===== src/rtl/mips_regfile_mp.sv =====
// Multi-port MIPS register file: two prioritised write ports, NUM_RD combinational read ports
// with same-cycle write bypass, and a clear sequencer that zeroes every entry after reset or on request.
module mips_regfile_mp #(
    parameter int DATA_W   = 32,
    parameter int ADDR_W   = 5,
    parameter int NUM_RD   = 2,
    parameter int ZERO_REG = 1
) (
    input  logic                     clk,
    input  logic                     rst,
    input  logic                     clr_req,
    output logic                     busy,
    input  logic                     we0,
    input  logic [ADDR_W-1:0]        waddr0,
    input  logic [DATA_W-1:0]        wdata0,
    input  logic                     we1,
    input  logic [ADDR_W-1:0]        waddr1,
    input  logic [DATA_W-1:0]        wdata1,
    input  logic [NUM_RD*ADDR_W-1:0] raddr,
    output logic [NUM_RD*DATA_W-1:0] rdata,
    output logic                     wr_conflict
);

    localparam int              DEPTH = 2**ADDR_W;
    localparam logic [ADDR_W-1:0] LAST = ADDR_W'(DEPTH - 1);
    localparam bit              ZR    = (ZERO_REG != 0);

    typedef enum logic [0:0] {
        IDLE  = 1'b0,
        CLEAR = 1'b1
    } state_t;

    state_t              state_r;
    state_t              state_nxt_s;
    logic [ADDR_W-1:0]   clr_ptr_r;
    logic [ADDR_W-1:0]   clr_ptr_nxt_s;
    logic                busy_s;
    logic                eff0_s;
    logic                eff1_s;
    logic [DATA_W-1:0]   mem_r [DEPTH];

    assign busy_s = (state_r == CLEAR);
    assign busy   = busy_s;

    // Writes are effective only in IDLE and never to the hardwired zero entry.
    assign eff0_s = we0 && !busy_s && !(ZR && (waddr0 == '0));
    assign eff1_s = we1 && !busy_s && !(ZR && (waddr1 == '0));

    // Sequencer state register
    always_ff @(posedge clk or posedge rst) begin
        if (rst) begin
            state_r   <= CLEAR;
            clr_ptr_r <= '0;
        end else begin
            state_r   <= state_nxt_s;
            clr_ptr_r <= clr_ptr_nxt_s;
        end
    end

    // Sequencer next state: a clear walks every entry once, clr_req only honoured in IDLE
    always_comb begin
        state_nxt_s   = state_r;
        clr_ptr_nxt_s = clr_ptr_r;
        case (state_r)
            IDLE: begin
                if (clr_req) begin
                    state_nxt_s   = CLEAR;
                    clr_ptr_nxt_s = '0;
                end else begin
                    state_nxt_s   = IDLE;
                end
            end
            CLEAR: begin
                if (clr_ptr_r == LAST) begin
                    state_nxt_s   = IDLE;
                    clr_ptr_nxt_s = '0;
                end else begin
                    clr_ptr_nxt_s = clr_ptr_r + ADDR_W'(1);
                end
            end
            default: begin
                state_nxt_s   = CLEAR;
                clr_ptr_nxt_s = '0;
            end
        endcase
    end

    // Storage update; port 1 is applied last so it wins a same-address collision
    always_ff @(posedge clk) begin
        if (!rst) begin
            if (busy_s) begin
                mem_r[clr_ptr_r] <= '0;
            end else begin
                if (eff0_s) mem_r[waddr0] <= wdata0;
                if (eff1_s) mem_r[waddr1] <= wdata1;
            end
        end
    end

    // Collision flag, one cycle after both ports hit the same entry
    always_ff @(posedge clk or posedge rst) begin
        if (rst) begin
            wr_conflict <= 1'b0;
        end else begin
            wr_conflict <= eff0_s && eff1_s && (waddr0 == waddr1);
        end
    end

    for (genvar k = 0; k < NUM_RD; k++) begin : g_rd
        logic [ADDR_W-1:0] ra_s;
        logic [DATA_W-1:0] rd_s;

        assign ra_s = raddr[k*ADDR_W +: ADDR_W];

        // Read mux with bypass of this cycle's writes
        always_comb begin
            rd_s = '0;
            if (busy_s) begin
                rd_s = '0;
            end else if (ZR && (ra_s == '0)) begin
                rd_s = '0;
            end else if (eff1_s && (waddr1 == ra_s)) begin
                rd_s = wdata1;
            end else if (eff0_s && (waddr0 == ra_s)) begin
                rd_s = wdata0;
            end else begin
                rd_s = mem_r[ra_s];
            end
        end

        assign rdata[k*DATA_W +: DATA_W] = rd_s;
    end

endmodule


===== config.mk =====
export PLATFORM = sky130hd
export DESIGN_NAME = mips_regfile_mp
export DESIGN_NICKNAME = d
export VERILOG_FILES = /design/src/rtl/mips_regfile_mp.sv
export SDC_FILE = /design/constraint.sdc
export NUM_CORES = 2
export LEC_CHECK = 0
export BUFFER_PORTS_ARGS = -buffer_cell sky130_fd_sc_hd__buf_2
export CAP_MARGIN = 20
export CORE_MARGIN = 5
export CORE_UTILIZATION = 51
export DETAILED_ROUTE_END_ITERATION = 12
export PLACE_DENSITY_LB_ADDON = 0.2
export SLEW_MARGIN = 20
export SYNTH_ARGS = -nofsm -noshare
export SYNTH_HDL_FRONTEND = slang
export SYNTH_SLANG_ARGS = --single-unit

===== constraint.sdc =====
create_clock -name clk -period 3.55 [get_ports clk]
set_input_delay 0.71 -clock clk [delete_from_list [all_inputs] [get_ports clk]]
set_output_delay 0.71 -clock clk [all_outputs]
set_load 0.02 [all_outputs]

# Yosys cells after proc, flatten, opt, wreduce, memory -nomap -nowiden
# Memories as Yosys holds them, arrays and structs flattened.
# Cells that the tools add are included.
# totals
input_bits	89
regBits	7
ram_bits	1024
mem_count	1
# classes
muxes	28
reduce_logical	18
eq_ne	7
n_addsub	1
bitwise_logic	1
# mem_list
memory	words	width	read_ports	rd_clocked_by_memory_dff	write_ports	line_no	source
mem_r	32	32	2	0	2	40	logic [DATA_W-1:0] mem_r [DEPTH];
# ops
operator	n
two-way mux 32 bit	9
OR reduction 32 bit	1
== test 5 bit	5
logical NOT 5 bit	4
two-way mux 5 bit	3
two-way mux 1 bit	14
logical AND 1 bit	10
case mux 5 bit (2 select lines)	1
adder 5 x 1 -> 5 bit (second input constant)	1
== test 5 bit (second input constant)	1
logical NOT 1 bit	3
!= test 2 bit (second input constant)	1
case mux 1 bit (2 select lines)	1
NOT 1 bit	1

# Logic depth before layout (Yosys ltp)
# depth
depth_word	9
ltp_mapped	9

# Worst setup path after synthesis
# No wires, ideal clock.
# synth_timing
kind	input port to flip-flop
start	in waddr0[0]
end	mem mem_r[11][0], enable pin
path_buffers	4
arrival_ns	3.961
setup_ns	0.433
path_slack_ns	-0.844
cell_stages	9
cell_sequence	buf_2 > or4_4 > o211a_1 > buf_6 > buf_6 > buf_6 > o21ai_0 > nand2_1 > o22ai_1
# synth_rtl
element	line_no	source
from (decl)	14	input logic [ADDR_W-1:0] waddr0,
to (decl)	40	

# Worst setup path after layout
# layout_timing
start	in waddr0[4]
end	out rdata[7]
# layout_via
elab_chain_cells	8
elab_cells_between_ends	9
# layout_lines
element	line_no	source
logical NOT 5 bit	46	assign eff0_s = we0 && !busy_s && !(ZR && (waddr0 == '0));
logical NOT 1 bit	46	
logical AND 1 bit	46	
logical AND 1 bit *	124	end else if (eff0_s && (waddr0 == ra_s)) begin
two-way mux 32 bit *	124	
two-way mux 32 bit *	122	end else if (eff1_s && (waddr1 == ra_s)) begin
two-way mux 32 bit *	120	end else if (ZR && (ra_s == '0)) begin
two-way mux 32 bit *	118	if (busy_s) begin
to (decl)	20	output logic [NUM_RD*DATA_W-1:0] rdata,
# Every way passes the cells marked *; elsewhere a longest branch is shown, timed or not.

==> results.md <==
* Commonest non-fill, non-tap cell in the layout: nand2_1
* First-pass GRT wire length at 343200 um
* Final ANT Viol Nets at 0
* CP endpoint kind: output port
* CP arrival at 2950 ps
* Endpoints failing setup at 30
* Fill cells at 8903
* Flops & latches, synth at 1031
* Total wire length at 246100 um
* Final Cycle Share at 103.0%
* Pint at 23.68 mW
* Number of CTS-inserted buffers at 114
* Layout cells sized above 1 at 28.93%
* Vias in the first global route at 49266
* Syn_area_per_cell at 11.08 um^2
* Crit path max-delay family: buffers and inverters
* Setup WS pre-CTS at -634.1 ps
* HPWL Detailed at 155900 um
* Via count at 51443
* Outcome: finished with violations
* Core ar. at 118200 um^2
* Clock Sinks at 1031
* 1st-iter DRT viols at 7730
* Comb pwr share at 20.7%
* Share of the synthesized area in the top cell type at 50.62%
* Crit path time final at 3656 ps
* Pins Over Slew Limit at 0
* Post-synthesis net count at 5575
* Pwr/cell area at 448.3 nW/um^2
* Post-Syn Area at 60750 um^2
* Initial antenna violation count at 9
* GRT Overall Usage at 37.63%
* Drt first pass iters at 6
* Root buffer selected by CTS: clkbuf_16
* Most frequent cells in the layout: nand2_1, o21ai_0, edfxtp_1
* Reg power frac at 43.1%
* Worst path buffer plus inverter count at 6
* Clk buf depth at 3
* Drt drc at 0
* Pin count of the biggest net entering global routing at 65
* Slew @ Worst Pin at 1116 ps
* Total grt overflow at 0
* RSZ-0062 raised after global routing: yes
* Fin util at 62.89%
* Area Overhead vs Synth at 22.41%
* Crit path max-delay cell type: or4_4
* Leading post-synthesis cells by cell area: edfxtp_1, mux4_2, o21ai_0, nand2_1, clkbuf_1
* Net switching power figure at 9.655 mW
* GP Congestion at 0.9304
* Final Power at 33.34 mW
* Vias per cell at 7.006
* Worst path cell trace: buf_6 -> or4_4 -> o211ai_1 -> buf_4 -> buf_6 -> or2_4 -> buf_12 -> o21ai_4 -> a211oi_2 -> buf_4 -> buf_6
* Most common cell on crit path: buf_6
* Layout Nets at 5796
* Clock share of power at 36.2%
* Worst hold path type: input port to flop
* Sequential element share of the synthesized area at 50.91%
* Setup CP Type: input port to output port
* Max IR drop VDD at 426.8 uV
* Gate count of the mapped netlist at 5484
* Placed insts at 7070
* CP max stage delay at 540 ps
* Hold slack final at 196.2 ps
* Clock-pin slew of the registers on the worst-case setup and hold paths at 60 ps
* Sw Ratio at 28.96%
* Die Wd at 355.1 um
* Die height at 355.1 um
* Fmax achieved at 0.2735 GHz
* Synth unique cells at 66
* Crit-path max FO at 8
* Yosys top cell by area: edfxtp_1
* Final Hold Vio Count at 0
* Synth warn at 0
* PortBufs at 154
* Asr flop ratio synth at 0.6790%
* I/O pin total at 155
* CTS tree: yes
* Reg2Reg Setup Slack at 390 ps
* Initial Utilization at 51.38%
* Site Rows at 126
* Wire length per cell at 33.52 um
* Max Cap Viol at 0
* Max_slew headroom at 25.59%
* Worst-skew pair later-pin latency at 750 ps
* Top_reg_cell synth: edfxtp_1
* Failing checks: setup timing
* Clock Skew at 44.13 ps
* CP startpoint kind: input port
* Setup ws final at -106.0 ps
* Die area at 126100 um^2
* Final Non-Filler Cells at 7343
* Number of synthesized flops with an enable pin at 1024
* Leakage at 25.51 nW
* Worst EP required at 2840 ps
* H-tree levels at 3
## worst min-delay path, stage by stage
cell	delay, ps
buf_2	120
inv_1	50
o21ai_0	60
## layout make-up
class                   instances  area (um^2)  area share [%]
flip-flops and latches       1031        30930           41.59
multi-input cells            3735        28900           38.86
repair buffers                785         8708           11.71
clock buffers                 136         2935           3.948
well taps                    1536         1922           2.585
clock inverters                76        813.3           1.094
inverters                      38        143.9          0.1935
diodes                          6        15.01         0.02019
## stage by stage
| step | area, um^2 | setup TNS, ps |
|---|---|---|
| 2_1_floorplan | 60990 | -121630 |
| 3_3_place_gp | 68220 | -15660 |
| 3_5_place_dp | 68220 | -13920 |
| 4_1_cts | 73220 | -1829 |
| 5_1_grt | 74350 | -1960 |
| 6_report | 74360 | -1401 |
## flip-flops by register name (all words and copies together), names as in the netlist
signal	cells
clr_ptr_r	5
mem_r	1024
wr_conflict	1
busy	1
## cells by family after synthesis
logic type,Yosys count,share of synthesized area [%]
AOI/OAI and AO/OA,1593,15.59
and+or+nand+nor,1465,9.734
DFF,1031,50.91
buffers and inverters,718,4.667
muxes,650,18.70
xor gates and xnor gates,25,0.3604
adders and majority gates,2,0.04119
## power by group through the flow
stage                     sequential (mW)  clock [mW]  combinational (mW)
after floorplan                      14.5           0                3.27
after global placement               14.6           0                5.99
after detailed placement             14.6           0                6.07
after CTS                            14.4        12.1                6.41
after global routing                 14.4        12.6                7.11
final                                14.4        12.1                6.91
## timing repair
item,in CTS,in global routing
gates cloned,7,10
endpoints found under the setup margin,62,62
pin swaps,49,38
buffers inserted,17,32
endpoints found under the hold margin,6,0
gates resized for setup,215,125
hold buffers,1,0
## metal layers
metal | vias to the layer above | wire length (um) | GRT usage, %
li1 | 21222 | - | -
met1 | 24997 | 83020 | 48.22
met2 | 4255 | 106400 | 55.88
met3 | 965 | 39300 | 13.03
met4 | 4 | 17320 | 21.78
met5 | - | 100 | 0.5000
## final timing paths
check                               end  cells after the start          from
setup / recovery               rdata[7]                     11     waddr0[4]
hold / removal                     busy                      3       clr_req
setup reg to reg            mem_r[2][6]                      8          busy
hold reg to reg            clr_ptr_r[3]                      1  clr_ptr_r[3]
max in group asynchronous          busy                      3           rst
min in group asynchronous  clr_ptr_r[4]                      3           rst
## cell usage after synthesis, drive strengths merged (18+ instances only)
master and number:
a2111oi 29, a211oi 58, a21oi 33, a221oi 32, a22oi 122, a32oi 33, and3 31, buf 124
clkbuf 556, edfxtp 1024, inv 38, mux2 68, mux2i 202, mux4 380, nand2 1229, nand3 38
nor2 73, nor2b 38, o21ai 1073, o221a 31, o221ai 33, o22a 30, o22ai 65, o31ai 32
xnor2 18
Note: power is estimated with default switching activity, not from simulation.
